==> config.mk <==
export PLATFORM = sky130hd
export DESIGN_NAME = instruction_fetch
export DESIGN_NICKNAME = d
export VERILOG_FILES = /design/src/rtl/instruction_fetch.sv
export SDC_FILE = /design/constraint.sdc
export NUM_CORES = 2
export LEC_CHECK = 0
export CAP_MARGIN = 0
export CORE_MARGIN = 5
export CORE_UTILIZATION = 45
export CTS_CLUSTER_SIZE = 28
export DETAILED_ROUTE_END_ITERATION = 8
export GPL_ROUTABILITY_DRIVEN = 0
export PLACE_DENSITY_LB_ADDON = 0.2
export SLEW_MARGIN = 25
export SYNTH_ARGS = -nofsm -noshare
export SYNTH_HDL_FRONTEND = slang
export SYNTH_SLANG_ARGS = --single-unit
==> constraint.sdc <==
create_clock -name clk -period 4.05 [get_ports clk]
set_input_delay 0.6075 -clock clk [delete_from_list [all_inputs] [get_ports clk]]
set_output_delay 0.6075 -clock clk [all_outputs]
set_load 0.05 [all_outputs]
==> src/rtl/instruction_fetch.sv <==
// IF stage: PC, loadable instruction memory and IF/ID register, with halt FSM.
// Optional perf counters are built when FETCH_PERF_CNT_EN is defined.
module instruction_fetch #(
  parameter int PC_WIDTH = 8,
  parameter int INST_WIDTH = 8,
  parameter logic [INST_WIDTH-1:0] HALT_INST = 8'hFF
) (
  input  logic                  clk,
  input  logic                  rst,
  input  logic                  stall,
  input  logic                  flush,
  input  logic                  branch_taken,
  input  logic [PC_WIDTH-1:0]   branch_target,
  input  logic                  imem_we,
  input  logic [PC_WIDTH-1:0]   imem_waddr,
  input  logic [INST_WIDTH-1:0] imem_wdata,
  output logic [INST_WIDTH-1:0] inst,
  output logic [PC_WIDTH-1:0]   inst_pc,
  output logic                  inst_valid,
  output logic [PC_WIDTH-1:0]   pc,
  output logic                  halted,
  output logic [15:0]           perf_fetched,
  output logic [15:0]           perf_stalls
);

  typedef enum logic {RUN, HALTED} state_t;

  state_t state, state_n;

  logic [INST_WIDTH-1:0] mem [0:(1<<PC_WIDTH)-1];
  logic [INST_WIDTH-1:0] fetch;
  logic [PC_WIDTH-1:0]   pc_n, ipc_n, pc_inc;
  logic [INST_WIDTH-1:0] inst_n;
  logic                  v_n;

  // Async read: a same-cycle write lands after the fetch samples old data.
  assign fetch  = mem[pc];
  assign pc_inc = pc + PC_WIDTH'(1);
  assign halted = (state == HALTED);

  always_ff @(posedge clk) begin
    if (imem_we) mem[imem_waddr] <= imem_wdata;
  end

  always_ff @(posedge clk) begin
    state      <= state_n;
    pc         <= pc_n;
    inst       <= inst_n;
    inst_pc    <= ipc_n;
    inst_valid <= v_n;
  end

  always_comb begin
    state_n = state;
    pc_n    = pc;
    inst_n  = inst;
    ipc_n   = inst_pc;
    v_n     = inst_valid;
    if (rst) begin
      state_n = RUN;
      pc_n    = '0;
      inst_n  = '0;
      ipc_n   = '0;
      v_n     = 1'b0;
    end else begin
      unique case (state)
        RUN: begin
          if (branch_taken) begin
            pc_n   = branch_target;
            inst_n = '0;
            v_n    = 1'b0;
          end else if (stall) begin
            if (flush) begin
              inst_n = '0;
              v_n    = 1'b0;
            end
          end else if (flush) begin
            inst_n = '0;
            v_n    = 1'b0;
            pc_n   = pc_inc;
          end else begin
            inst_n = fetch;
            ipc_n  = pc;
            v_n    = 1'b1;
            if (fetch == HALT_INST) state_n = HALTED;
            else pc_n = pc_inc;
          end
        end
        HALTED: begin
          v_n = 1'b0;
          if (flush) inst_n = '0;
          if (branch_taken) begin
            pc_n    = branch_target;
            inst_n  = '0;
            state_n = RUN;
          end
        end
        default: state_n = RUN;
      endcase
    end
  end

`ifdef FETCH_PERF_CNT_EN
  logic run_now, fetch_evt, stall_evt;

  assign run_now   = !rst && (state == RUN) && !branch_taken;
  assign fetch_evt = run_now && !stall && !flush;
  assign stall_evt = run_now && stall;

  always_ff @(posedge clk) begin
    if (rst) begin
      perf_fetched <= '0;
      perf_stalls  <= '0;
    end else begin
      if (fetch_evt && perf_fetched != 16'hFFFF)
        perf_fetched <= perf_fetched + 16'd1;
      if (stall_evt && perf_stalls != 16'hFFFF)
        perf_stalls <= perf_stalls + 16'd1;
    end
  end
`else
  assign perf_fetched = 16'h0000;
  assign perf_stalls  = 16'h0000;
`endif

endmodule
==> reports/results.env <==
DIE-HEIGHT_UM=436.7
GRT_START_MAX_NET_PINS=136
DIE_X_UM=436.7
CLOCK.FMAX_GHz=0.2451
VIA_COUNT=44180
CTS_HOLD_BUFFERS=0
DRCVIOLATIONCOUNT=0
SYNTHESIS.INSTANCES=4020
IO_PINS=88
TIMING.CRITICAL_PATH.ARRIVAL_PS=4820
HOLD_WORST_SLACK_PS=277.5
POWER_PER_CELL_AREA_nW_PER_UM2=475.5
WORSTSKEWPAIRLATENCY_PS=850
FAILED_CHECKS='negative setup slack'
SYNTH_ENABLE_FLOP_CELLS=2048
CRITPATHMOSTFREQUENTCELL='sky130_fd_sc_hd__buf_4'
GR-USAGE-ALL-LAYERS_PCT=25.40
FLOORPLAN_DIE_AREA_UM2=190700
POST_SYNTH_CELL_TYPES=82
TIMING.SETUP.TNS_PS=-75.98
GRT_FIRST_PASS_WIRELENGTH_UM=341400
CTS_MADE_BUFFERS=206
GLOBALROUTEOVERFLOWTOTAL=0
MAX-SLEW-MARGIN-REL_PCT=32.79
CRITICAL_PATH_REQUIRED_PS=4790
VIASPERCELL=6.057
PERIOD_MINUS_SLACK_PS=4081
YS_SEQ_AREA_SHARE_PCT=75.89
WORSTPATHCELLLIST='nor2b_2 > buf_4 > buf_4 > a22oi_1 > a21oi_1 > nor2_1 > a31oi_1 > nand4b_1 > nor4_4 > buf_6 > mux2_4 > o21a_1'
ROUTE.ANTENNA.REMAINING_NETS=0
COUNT_OF_CLOCK_TREE_SINKS=2082
SYNTH_TOP_CELLS_BY_AREA='sky130_fd_sc_hd__edfxtp_1 75%, sky130_fd_sc_hd__mux4_2 13%, sky130_fd_sc_hd__mux2i_1 2.0%'
VDD.IR_DROP.WORST_mV=0.4846
CTS_BUFFER_DEPTH=3
ANTENNA_FOUND_INITIAL=4
YS_SEQ_ELEMENTS=2082
WORST-SLEW-PIN-TRANSITION_PS=1008
SETUP.WORST_PATH.CLASS='reg -> reg'
POST-SYNTH-TOP-AREA-CELL='sky130_fd_sc_hd__edfxtp_1'
SETUP.WORST_PATH.START_CLASS='flip-flop'
FIN_SKEW_PS=40.75
DRT-TOTAL-WL_UM=244000
FINAL_LAYOUT_SIZE_SUFFIX_GT1_SHARE_PCT=32.02
DRT_PRE_ANTENNA_ITERS=7
DELAY_OF_THE_SLOWEST_CELL_ON_THE_WORST_PATH_PS=620
FINAL_MIN_PERIOD_OVER_CLOCK_PERIOD_PCT=100.8
CORE_AREA_UM2=180900
WORST_CASE_SETUP_MARGIN_IN_THE_FINAL_LAYOUT_PS=-30.53
STATUS='finished with violations'
INITIAL_UTILIZATION_PCT=45.28
POWER.STATIC_LEAKAGE_nW=31.30
FF2FF_SETUP_SLACK_PS=-30
CTS_TREE='done'
NUM-FILL-CELLS=14010
FINAL_NET_COUNT=4788
CTS-ROOT-BUF='sky130_fd_sc_hd__clkbuf_16'
HOLD_PATH.STARTPOINT='imem_wdata[3]'
DOMINANTREGCELLSYNTH='sky130_fd_sc_hd__edfxtp_1'
PORT_BUFFERS=55
PLACEMENTROWS=156
YOSYSTOPAREACELLSHARE_PCT=75.06
AREAGROWTHSYNTHTOFINISH_PCT=18.45
FINAL-SETUP-VIOL-COUNT=3
NETLIST_AREA_UM2=81930
FIRST_GLOBAL_VIAS=43250
CTSHTREEMAXLEVEL=4
POSTSYNTH.ASYNCRESETSHARE_PCT=0
MOSTFREQUENTLAYOUTCELLS='2048 x sky130_fd_sc_hd__edfxtp_1, 621 x sky130_fd_sc_hd__buf_4, 483 x sky130_fd_sc_hd__mux4_2, 307 x sky130_fd_sc_hd__nor2_1, 208 x sky130_fd_sc_hd__clkbuf_16'
MAX_CAP_VIOL_COUNT=0
DP_HPWL_UM=161000
HOLD_DEPTH=1
CRITICAL_PATH.SLOWEST_CELL='sky130_fd_sc_hd__nor2b_2'
POST-PLACE-WS_PS=-296.8
HOLD_CLASS='in -> reg'
FF2FF_PATH_DEPTH=12
SLEW_VIOLATIONS=0
CRITPATHMAXFANOUT=18
TIMING.FINAL.HOLD_VIOLATIONS=0
SYN-MEAN-INSTANCE-AREA_UM2=20.38
DR.FIRST_ITER.DRC_COUNT=5927
DR_WL_CELL_UM=33.45
MOSTFREQUENTLAYOUTCELL='sky130_fd_sc_hd__edfxtp_1'
TIMING.CRITICAL_PATH.TO_TYPE='flip-flop'
CLKSLEWWORSTSETUPHOLDPATHS_PS=60
YOSYS_WARNINGS=0
WHS_ENDPOINT='mem[232][3]'
-- what timing repair did --
item | CTS | global route
pin swaps | 2 | 8
gates cloned | 4 | 1
setup buffers | 7 | 8
gates resized for setup | 37 | 35
setup endpoints to repair | 17 | 17
-- metrics by stage --
step	area [um^2]	std cells	power (mW)	util (%)
after floorplan	82050	4051	26.06	-
after global placement	89930	6898	27.88	49.70
after detailed placement	89930	6898	27.91	49.70
after CTS	96740	7282	46.34	53.47
after global routing	97050	7293	47.47	53.63
final	97050	7294	46.14	53.64
-- critical path, delay by kind of cell (launching register included) --
family / cells / cell delay (ps)
AOI/OAI and AO/OA: 4 / 780
buffers and inverters: 3 / 750
DFF: 1 / 560
muxes: 1 / 310
and+or+nand+nor: 4 / 1540
-- Yosys cell counts, types with 27 or more instances --
cell type and count:
sky130_fd_sc_hd__a21oi_1 69, sky130_fd_sc_hd__dfxtp_1 34, sky130_fd_sc_hd__nand2_1 148, sky130_fd_sc_hd__clkbuf_1 83, sky130_fd_sc_hd__mux2i_1 160, sky130_fd_sc_hd__buf_2 61
sky130_fd_sc_hd__edfxtp_1 2048, sky130_fd_sc_hd__buf_4 75, sky130_fd_sc_hd__nor2_1 309, sky130_fd_sc_hd__mux4_2 483, sky130_fd_sc_hd__a22oi_1 83, sky130_fd_sc_hd__nand3_1 65
sky130_fd_sc_hd__buf_6 27
-- cell type report --
class                      instances  area (um^2)  share of cell area (%)
sequential                      2082        62200                   64.09
multi-input combinational       1681        18330                   18.88
timing repair buffer             766         7010                   7.224
clock buffer                     254         5376                   5.540
tap                             2370         2965                   3.056
clock inverter                   119         1086                   1.119
inverter                          20        76.32                 0.07864
antenna                            2        5.005                0.005157
-- state kept, by name, indices dropped and copies added, names as in the netlist, named ones only --
| register | flops |
|---|---|
| inst_valid | 1 |
| halted | 1 |
| inst_pc | 8 |
| inst | 8 |
| pc | 8 |
| mem | 2048 |
-- report_power, final --
part | internal, mW | leakage [nW] | total (mW) | switching [mW]
combinational | 1.50 | 9.46 | 3.83 | 2.32
clock | 10.3 | 3.16 | 18.5 | 8.26
sequential | 23.7 | 18.7 | 23.8 | 0.0604
-- worst max path at each step --
stage,endpoint,slack (ps)
final,flip-flop,-30
after global routing,pc[6],-70
after global placement,flip-flop,-230
after floorplan,flip-flop,750
after CTS,flip-flop,4
after detailed placement,pc[4],-300
-- cells by family after synthesis --
group / count (synthesis) / synth area share (%)
AO/OA/AOI/OAI: 330 / 2.834
AND/OR/NAND/NOR: 656 / 3.570
flip-flops: 2082 / 75.89
buffers and inverters: 288 / 2.194
adder cells (fa/ha/maj): 1 / 0.01527
other: 1 / 0.004577
multiplexers: 662 / 15.49
-- layer usage --
layer / wire length, um / GRT usage (%) / share of wire (%) / vias up
li1: - / - / - / 18000
met1: 98780 / 37.18 / 40 / 23360
met2: 112200 / 38.65 / 46 / 2435
met3: 24600 / 5.234 / 10 / 393
met4: 8407 / 8.263 / 3.4 / 0
met5: 0 / 0 / 0 / -
(Power assumes the default switching activity.)
